`config.mk`:
```
export PLATFORM = sky130hd
export DESIGN_NAME = fetch_unit
export DESIGN_NICKNAME = d
export VERILOG_FILES = /design/src/rtl/fetch_unit.sv
export SDC_FILE = /design/constraint.sdc
export NUM_CORES = 1
export LEC_CHECK = 0
export CORE_MARGIN = 4
export CORE_UTILIZATION = 25
export DETAILED_ROUTE_END_ITERATION = 10
export GPL_TIMING_DRIVEN = 0
export SLEW_MARGIN = 5
export SYNTH_ARGS = -nofsm -noshare
export SYNTH_HDL_FRONTEND = slang
export SYNTH_SLANG_ARGS = --single-unit
```
`constraint.sdc`:
```
create_clock -name clk -period 7.2 [get_ports clk]
set_input_delay 0.72 -clock clk [delete_from_list [all_inputs] [get_ports clk]]
set_output_delay 0.72 -clock clk [all_outputs]
set_load 0.01 [all_outputs]
```
`src/rtl/fetch_unit.sv`:
```
// fetch_unit: PC register and instruction fetch stage of the RV64 core.
// Fetches over a req/resp handshake and computes the next PC on retire.
module fetch_unit #(
    parameter logic [63:0] RESET_PC  = 64'h0000000000000000,
    parameter logic [31:0] NOP_INSTR = 32'h00000013
) (
    input  logic        clk,
    input  logic        rst_n,
    output logic        imem_req,
    output logic [63:0] imem_addr,
    input  logic        imem_ready,
    input  logic        imem_rvalid,
    input  logic [31:0] imem_rdata,
    output logic [31:0] instruction,
    output logic        instr_valid,
    output logic [63:0] pc,
    output logic [63:0] pc_plus4,
    input  logic        retire,
    input  logic [1:0]  pc_sel,
    input  logic [63:0] imm,
    input  logic [63:0] rs1_data,
    output logic        trap
);

    typedef enum logic [2:0] {
        S_IDLE,
        S_FETCH,
        S_WAIT,
        S_EXEC,
        S_TRAP
    } state_t;

    state_t      state_q;
    state_t      state_d;
    logic [63:0] target;
    logic [63:0] jalr_sum;
    logic        misaligned;
    logic        accept;
    logic        load_instr;
    logic        do_retire;

    assign imem_addr  = pc;
    assign pc_plus4   = pc + 64'd4;
    assign accept     = imem_req & imem_ready;
    assign load_instr = (state_q == S_WAIT) & imem_rvalid;
    assign do_retire  = (state_q == S_EXEC) & retire;

    // Next-PC target selection and alignment check
    always_comb begin
        jalr_sum = rs1_data + imm;
        target   = pc_plus4;
        case (pc_sel)
            2'b01:   target = pc + imm;
            2'b10:   target = {jalr_sum[63:1], 1'b0};
            default: target = pc_plus4;
        endcase
        misaligned = (target[1:0] != 2'b00);
    end

    // Next-state logic
    always_comb begin
        state_d = state_q;
        unique case (state_q)
            S_IDLE:  state_d = S_FETCH;
            S_FETCH: if (accept) state_d = S_WAIT;
            S_WAIT:  if (imem_rvalid) state_d = S_EXEC;
            S_EXEC: begin
                if (retire) state_d = misaligned ? S_TRAP : S_FETCH;
            end
            S_TRAP:  state_d = S_TRAP;
            default: state_d = S_IDLE;
        endcase
    end

    // State register
    always_ff @(posedge clk or negedge rst_n) begin
        if (!rst_n) state_q <= S_IDLE;
        else        state_q <= state_d;
    end

    // Request is raised one cycle into FETCH and held until accepted
    always_ff @(posedge clk or negedge rst_n) begin
        if (!rst_n) imem_req <= 1'b0;
        else        imem_req <= (state_q == S_FETCH) & ~accept;
    end

    // PC loads only on an aligned retire; a faulting target leaves it put
    always_ff @(posedge clk or negedge rst_n) begin
        if (!rst_n)                       pc <= RESET_PC;
        else if (do_retire & ~misaligned) pc <= target;
    end

    // Instruction capture from memory, cleared back to NOP on retire
    always_ff @(posedge clk or negedge rst_n) begin
        if (!rst_n) begin
            instruction <= NOP_INSTR;
            instr_valid <= 1'b0;
        end else if (load_instr) begin
            instruction <= imem_rdata;
            instr_valid <= 1'b1;
        end else if (do_retire) begin
            instruction <= NOP_INSTR;
            instr_valid <= 1'b0;
        end
    end

    // Sticky misaligned-target trap
    always_ff @(posedge clk or negedge rst_n) begin
        if (!rst_n)                      trap <= 1'b0;
        else if (do_retire & misaligned) trap <= 1'b1;
    end

endmodule

```
==> impl_summary.txt, run 1 <==
----------------------------------------------------
[Yosys]
  Number of synthesized flops with an enable pin ... 0
  Post-Synthesis Mean Instance Area ... 7.57 sq um
  Post-Synthesis Cell Area ... 14200 sq um
  YS warnings ... 0
  Sequential-to-total area share from yosys stat ... a little under a fifth
  Post-synth net total ... 2171
  Post-synth ARST share ... 100%
  Distinct cell type count of the synthesized netlist ... 88
  Seq cells post-synth ... 102
  Top flip-flop cell by instance count after synthesis ... sky130_fd_sc_hd__dfrtp_1
  Synthesized instance count ... between 1500 and 2000

[Clock network]
  Post-cts gate resize count ... 0
  Clock slew at reported path FFs ... 80 ps
  Setup bufs post-CTS ... 0
  Clock network latency to the later pin of the worst-skew pair ... 380 ps
  Num CTS Buffers ... 9
  Number of buffers inserted by hold repair at cts ... 0
  CTS tree ... done
  Buffers from clock root to sink, at most ... 2
  H-tree depth ... 3
  Number of clock sinks seen by CTS ... roughly 100
  Root buf cell ... sky130_fd_sc_hd__clkbuf_16

[STA]
  Tightest slew margin relative to the limit ... 13.8%
  Unrepaired setup endpoints after global routing ... no
  Final-report setup violation count ... 0
  Final period utilization ... 76.4%
  Worst-Margin Slew ... ~1300 ps
  Period minus WS final ... 5500 ps
  Final Max Tran Viols ... 0
  Final count of hold timing violations ... 0
  Top achievable clock speed ... about 180 MHz
  Final worst slack ... roughly 1700 ps
  Clock tree skew after final layout ... 14.4 ps
  WHS ... 278 ps
  Sum of negative setup slack ... 0 ps

[Setup path]
  Reg2reg setup slack ... 2370 ps
  Capturing element type of the critical path ... flop
  Reg2reg end ... imem_addr[56]
  Worst flop-to-flop path startpoint ... imem_addr[15]
  Slowest stage delay, CP ... 990 ps
  Crit start category ... primary input
  Worst Reg-to-Reg Cells ... 12
  Top cell by count, worst path ... sky130_fd_sc_hd__a211oi_1
  CP required ... 7420 ps
  Worst path arrival time ... around 5700 ps
  Critical Path Slowest Stage Cell ... sky130_fd_sc_hd__o311ai_1
  Type of the setup path with the least slack ... in -> reg
  Crit Path Max Fanout ... 5
  CP cell instances ... clkdlybuf4s50_1, and2_1, fa_1, a211oi_1, o21bai_1, a21o_1, o21ai_0, a2111oi_1, o311ai_1, a21boi_1, nor2b_1, xnor2_1, a221oi_1, a211oi_1

[Worst hold path]
  Type of the tightest min-delay check ... in -> async

[Power]
  Leakage ... 8.05 nW
  Share of total power in combinational logic ... 71.3%
  Maximum resistive drop on vdd ... roughly 0.15 mV
  Part of the total power dissipated in sequential elements ... 20.2%
  Internal cell power ... 0.00331 W
  PwrDens ... 338 nW/um^2
  Fraction of power consumed by the clock network ... 8.4%
  Switching share of power ... around 50%
  Switching power summed over all nets ... 0.00325 W

[Finish]
  Post-synthesis to final-layout area growth ... 36.9%
  Fraction of layout instances using a drive strength above 1 ... 6.79%
  Net count of the finished layout ... 2576
  Final core utilization ... roughly a third

[Routing]
  Drt via density ... 5.45
  Via count of the routed design ... 16600
  Detailed Routing Iterations Pass 1 ... 6
  Number of nets with antenna violations after detailed routing ... 0
  Routed wire length ... 71.9 mm
  Residual DRC count ... 0
  Average wire length per cell after detail routing ... 23.6 um
  DR iter-0 viols ... 1436

[GRT]
  Number of antenna violations at the first check in global routing ... 1
  Maximum number of pins on one net before global-route repair ... 58
  Wire length of the first global-routing pass ... 102 mm
  Via count of the first global-routing pass ... 15800
  Gr ovfl total ... 0
  Overall routing resource usage ... 22.5%

[Run status]
  Run status ... completed

[Floorplan]
  DIE AREA ... 60600 sq um
  Top-level port count ... slightly below 400
  Initial Utilization ... 25.2%
  Chip Width ... around 250 um
  Row Count ... 87
  Height of the die ... 246 um
  Core outline area ... 56300 sq um

[Place]
  Minimum setup slack after placement ... ~1500 ps
  Routability-driven placement congestion ratio ... ~0.94
  Buffers on Ports ... roughly 390
  Post-DP HPWL ... roughly 58 mm

[Job]
  Count of maximum capacitance violations ... 0

----------------------------------------------------
==> registers in the layout, indices dropped and copies added (netlist names) <==
register / count
imem_addr: 64
imem_req: 1
instr_valid: 1
instruction: 32
state_q: 3
trap: 1
==> placed cells by master, fill, tap and decap left out, types with 42 or more instances in the layout <==
| master | n |
|---|---|
| sky130_fd_sc_hd__clkdlybuf4s50_1 | 392 |
| sky130_fd_sc_hd__a21oi_1 | 188 |
| sky130_fd_sc_hd__nand2_1 | 183 |
| sky130_fd_sc_hd__ha_1 | 128 |
| sky130_fd_sc_hd__nor2_1 | 127 |
| sky130_fd_sc_hd__o21ai_0 | 111 |
| sky130_fd_sc_hd__xnor2_1 | 99 |
| sky130_fd_sc_hd__dfrtp_1 | 99 |
| sky130_fd_sc_hd__clkbuf_1 | 76 |
| sky130_fd_sc_hd__xor2_1 | 71 |
| sky130_fd_sc_hd__a21o_1 | 69 |
| sky130_fd_sc_hd__buf_4 | 67 |
| sky130_fd_sc_hd__nand4_1 | 55 |
| sky130_fd_sc_hd__inv_1 | 53 |
| sky130_fd_sc_hd__nand3_1 | 47 |
| sky130_fd_sc_hd__a221oi_1 | 42 |
==> how the worst max path moves through the flow <==
stage / slack, ps / cells after the start / start / to
finish: 1700 / 14 / imm[0] / imem_addr[52]
global route: 1580 / 14 / imm[0] / imem_addr[52]
CTS: 1860 / 11 / imem_addr[2] / pc_plus4[42]
detailed placement: 1510 / 14 / imm[0] / imem_addr[52]
global placement: 1020 / 1 / rst_n / imem_addr[17]
floorplan: 3660 / 12 / imm[4] / imem_addr[57]
==> through the flow <==
stage	area [sq um]	cells	power [W]
after floorplan	14200	1874	0.00376
after global placement	19100	3023	0.00594
after detailed placement	19100	3024	0.00596
after CTS	19400	3040	0.00655
after global routing	19400	3040	0.00699
final	19400	3041	0.00657
==> cells in the mapped netlist, types with 6 or more instances <==
cell type | instances | area [sq um]
sky130_fd_sc_hd__a21oi_1 | 188 | 941
sky130_fd_sc_hd__mux2i_1 | 7 | 70.1
sky130_fd_sc_hd__xnor2_1 | 99 | 867
sky130_fd_sc_hd__o21a_1 | 16 | 120
sky130_fd_sc_hd__inv_1 | 53 | 199
sky130_fd_sc_hd__ha_1 | 128 | 1600
sky130_fd_sc_hd__o22ai_1 | 17 | 106
sky130_fd_sc_hd__a21o_1 | 69 | 518
sky130_fd_sc_hd__o21bai_1 | 30 | 225
sky130_fd_sc_hd__nand2_1 | 183 | 687
sky130_fd_sc_hd__and4_1 | 6 | 52.6
sky130_fd_sc_hd__buf_2 | 18 | 90.1
sky130_fd_sc_hd__a31oi_1 | 24 | 150
sky130_fd_sc_hd__xor2_1 | 71 | 622
sky130_fd_sc_hd__or3_1 | 10 | 62.6
sky130_fd_sc_hd__a21boi_0 | 6 | 45.0
sky130_fd_sc_hd__o31ai_1 | 27 | 203
sky130_fd_sc_hd__nor2_1 | 127 | 477
sky130_fd_sc_hd__and3_1 | 24 | 150
sky130_fd_sc_hd__o211ai_1 | 13 | 97.6
sky130_fd_sc_hd__o22a_1 | 11 | 96.3
sky130_fd_sc_hd__nand2b_1 | 22 | 138
sky130_fd_sc_hd__buf_4 | 67 | 503
sky130_fd_sc_hd__mux2_2 | 7 | 78.8
sky130_fd_sc_hd__nor3_1 | 19 | 95.1
sky130_fd_sc_hd__a22o_1 | 30 | 263
sky130_fd_sc_hd__a221oi_1 | 42 | 368
sky130_fd_sc_hd__a211oi_1 | 17 | 128
sky130_fd_sc_hd__nand4_1 | 55 | 344
sky130_fd_sc_hd__and2_1 | 16 | 100
sky130_fd_sc_hd__clkbuf_1 | 76 | 285
sky130_fd_sc_hd__or2_2 | 9 | 56.3
sky130_fd_sc_hd__nor2b_1 | 15 | 93.8
sky130_fd_sc_hd__o21ai_0 | 111 | 556
sky130_fd_sc_hd__nor4_1 | 8 | 50.1
sky130_fd_sc_hd__dfrtp_1 | 99 | 2480
sky130_fd_sc_hd__nand3_1 | 47 | 235
==> area by class of cell <==
class | instances | area, sq um
fillers | 5986 | 36900
clock buffers | 9 | 225
flip-flops and latches | 102 | 2560
multi-input cells | 1553 | 10500
inverters | 53 | 199
well taps | 756 | 946
clock inverters | 7 | 91.3
plain buffers | 166 | 906
repair buffers | 394 | 3960
diodes | 1 | 2.50
==> worst max-delay path: cells and delay by family <==
| kind | cells | cell delay, ps |
|---|---|---|
| AOI/OAI and AO/OA | 9 | 3390 |
| xor gates and xnor gates | 1 | 150 |
| adders and majority gates | 1 | 420 |
| buffers and inverters | 1 | 470 |
| and+or+nand+nor | 2 | 570 |
==> power by group through the flow <==
stage,registers (W),clock network [W],logic (W)
global placement,0.00133,0,0.00461
detailed placement,0.00134,0,0.00463
floorplan,0.00122,0,0.00254
finish,0.00133,0.000554,0.00468
global route,0.00137,0.000584,0.00503
CTS,0.00133,0.000565,0.00466
==> routing by layer <==
metal	track usage, %	share of wire, %	vias to the layer above
met4	7.64	3.5	0
met2	36.7	45	842
met3	4.54	8.6	109
met5	0	0	-
li1	-	-	7714
met1	29.6	42	7919
==> cells by family (layout without fill, tap and decap cells) <==
group,Yosys count,count (layout),share of synthesized area [%]
AOI/OAI and AO/OA,669,669,31.2
xor gates and xnor gates,170,170,10.5
adders and majority gates,130,130,11.6
buffers and inverters,219,629,7.79
DFF,102,102,18.0
muxes,15,15,1.13
other,0,1,0
and+or+nand+nor,569,569,19.8
No activity file was read; power rests on OpenSTA's default activity.
==> run 2, diff against run 1 <==
- clock period: 7.2 -> 4.4 ns (I/O delays scaled with it)
==> run 2 against run 1 <==
Against the previous run:
- the flow now finishes with violations (negative hold slack)
- clock-buffer cell count unchanged
- setup slack worse by 1700 ps
- hold slack got worse by 280 ps
- sequential cell count unchanged
- clock power up 64%
- non-clock buffer count grew 10
- sequential share of layout area is 0.12 points lower
- clock skew up 1.8 ps
- routed wire length grew 0.40%
- critical endpoint is now imem_addr[62]
- largest cell class unchanged
==> impl_summary.txt, run 2 (synthesis gave the netlist of run 1 again) <==
----------------------------------------------------
[Setup path]
  Top cell by count, worst path ... sky130_fd_sc_hd__a21oi_1
  Critical Path Slowest Stage Cell ... sky130_fd_sc_hd__o311ai_4
  Type of the setup path with the least slack ... in -> reg
  Crit Path Max Fanout ... 5
  Worst path arrival time ... 4670 ps
  CP cell instances ... clkdlybuf4s50_1, and2_1, fa_1, a211oi_1, o21bai_1, a21o_1, o21ai_1, a2111oi_4, o311ai_4, a21boi_1, a21oi_1, o21ai_0, mux2_2, a21oi_1
  Crit start category ... primary input
  Slowest stage delay, CP ... 490 ps
  CP required ... 4700 ps
  Capturing element type of the critical path ... flop

[Finish]
  Most common cell after layout, fill and taps aside ... sky130_fd_sc_hd__clkdlybuf4s50_1
  Final cell count without fillers ... approximately 3100
  Most used cells in the layout excluding fill and tap cells ... sky130_fd_sc_hd__clkdlybuf4s50_1 (391), sky130_fd_sc_hd__a21oi_1 (187), sky130_fd_sc_hd__nand2_1 (183)
  Fraction of layout instances using a drive strength above 1 ... 8.15%
  Max reg flops ... 64
  Post-synthesis to final-layout area growth ... 38.4%
  Net count of the finished layout ... ~2600

[STA]
  Tightest slew margin relative to the limit ... roughly an eighth
  Final count of hold timing violations ... 7
  Top achievable clock speed ... 229 MHz
  WHS ... -4.29 ps
  Clock tree skew after final layout ... 16.1 ps
  Period minus WS final ... about 4400 ps
  Final period utilization ... between 90% and 100%
  Worst-Margin Slew ... 1300 ps
  Final-report setup violation count ... 0
  Final Max Tran Viols ... 0

[Power]
  Internal cell power ... 0.00546 W
  Fraction of power consumed by the clock network ... 8.4%
  Switching share of power ... about half
  Switching power summed over all nets ... 0.00536 W
  Leakage ... just over 8 nW
  PwrDens ... 551 nW/um^2
  Part of the total power dissipated in sequential elements ... between 20 and 25%
  Maximum resistive drop on vdd ... 0.243 mV
  Share of total power in combinational logic ... 71.4%

[Routing]
  Detailed Routing Iterations Pass 1 ... 5
  Routed wire length ... around 72 mm
  Average wire length per cell after detail routing ... about 24 um
  DR iter-0 viols ... 1370
  Via count of the routed design ... 16600
  Number of nets with antenna violations after detailed routing ... 0
  Drt via density ... 5.45
  Residual DRC count ... 0

[Clock network]
  Num CTS Buffers ... 9
  Root buf cell ... sky130_fd_sc_hd__clkbuf_16
  Number of buffers inserted by hold repair at cts ... 0
  CTS tree ... done
  Clock network latency to the later pin of the worst-skew pair ... 380 ps
  Number of clock sinks seen by CTS ... a little over 100
  Clock slew at reported path FFs ... about 80 ps
  Buffers from clock root to sink, at most ... 2
  H-tree depth ... 3

[GRT]
  Maximum number of pins on one net before global-route repair ... 58
  Overall routing resource usage ... 22.5%
  Wire length of the first global-routing pass ... 102 mm
  Via count of the first global-routing pass ... around 16000
  Gr ovfl total ... 0
  Number of antenna violations at the first check in global routing ... 1

[Floorplan]
  Row Count ... 87
  Initial Utilization ... 25.2%
  Core outline area ... 56300 sq um
  DIE AREA ... 60600 sq um
  Chip Width ... 246 um
  Height of the die ... 246 um
  Top-level port count ... 394

[Run status]
  Violations in the final reports ... negative hold slack
  Run status ... complete, but fails checks

[Place]
  Buffers on Ports ... 393
  Post-DP HPWL ... 58.1 mm
  Routability-driven placement congestion ratio ... 0.944
  Number of cells in the design after placement ... 3024

[Job]
  Count of maximum capacitance violations ... 0

[Worst hold path]
  Type of the tightest min-delay check ... in -> async

----------------------------------------------------
==> run 2: cell count changes in the layout (fill, tap and decap cells not counted), sizes merged <==
cell / change
clkdlybuf4s50: -1
dlymetal6s2s: +1
buf: +10
==> run 2: layout make-up <==
type / instances / area, sq um
fillers: 5974 / 36700
flip-flops and latches: 102 / 2560
well taps: 756 / 946
clock inverters: 7 / 91.3
inverters: 53 / 199
repair buffers: 404 / 4040
multi-input cells: 1553 / 10700
clock buffers: 9 / 225
diodes: 1 / 2.50
plain buffers: 166 / 908
==> run 2: final timing paths <==
kind | slack (ps) | cells past startpoint | from | endpoint
worst max-delay path | 30 | 14 | imm[0] | imem_addr[62]
worst min-delay path | -4 | 1 | rst_n | instruction[22]
worst max register to register | 80 | 12 | imem_addr[15] | imem_addr[56]
worst min register to register | 480 | 2 | instr_valid | instr_valid
max in group asynchronous | 3670 | 2 | rst_n | instruction[4]
min in group clk | 480 | 2 | instr_valid | instr_valid
==> run 2: timing repair <==
item,in CTS,in global routing
setup buffers,2,8
setup endpoints to repair,31,28
pin swaps,2,4
resized for setup,18,13
==> run 2: layer usage <==
metal / track usage [%] / wire, um / vias to the layer above
met5: 0 / 0 / -
li1: - / - / 7719
met3: 4.44 / 5840 / 115
met2: 36.8 / 32900 / 780
met4: 7.79 / 2500 / 0
met1: 29.6 / 30900 / 8006
==> run 2: stage by stage <==
| step | util, % | TNS, ps | instance area [sq um] | power (W) | setup slack, ps |
|---|---|---|---|---|---|
| 4_1_cts | 34.7 | 0 | 19500 | 0.0107 | 13.6 |
| 5_1_grt | 34.9 | -35.4 | 19600 | 0.0115 | -24.7 |
| 3_3_place_gp | 33.9 | -161230 | 19100 | 0.00973 | -1500 |
| 3_5_place_dp | 33.9 | -14570 | 19100 | 0.00976 | -1010 |
| 2_1_floorplan | - | 0 | 14200 | 0.00615 | 1140 |
| 6_report | 34.9 | 0 | 19600 | 0.0108 | 32.4 |
==> run 2: power by group through the flow <==
stage          clock (W)  combinational, W  sequential, W
2_1_floorplan          0           0.00416        0.00199
4_1_cts         0.000924           0.00764        0.00218
3_5_place_dp           0           0.00757        0.00219
6_report        0.000910           0.00773        0.00218
5_1_grt         0.000956           0.00830        0.00225
3_3_place_gp           0           0.00755        0.00218
==> run 2: worst max-delay path, delay by kind of cell <==
| kind | cells | cell delay, ps |
|---|---|---|
| buffers and inverters | 1 | 480 |
| AOI/OAI and AO/OA | 10 | 2790 |
| adders and majority gates | 1 | 420 |
| muxes | 1 | 320 |
| and+or+nand+nor | 1 | 200 |
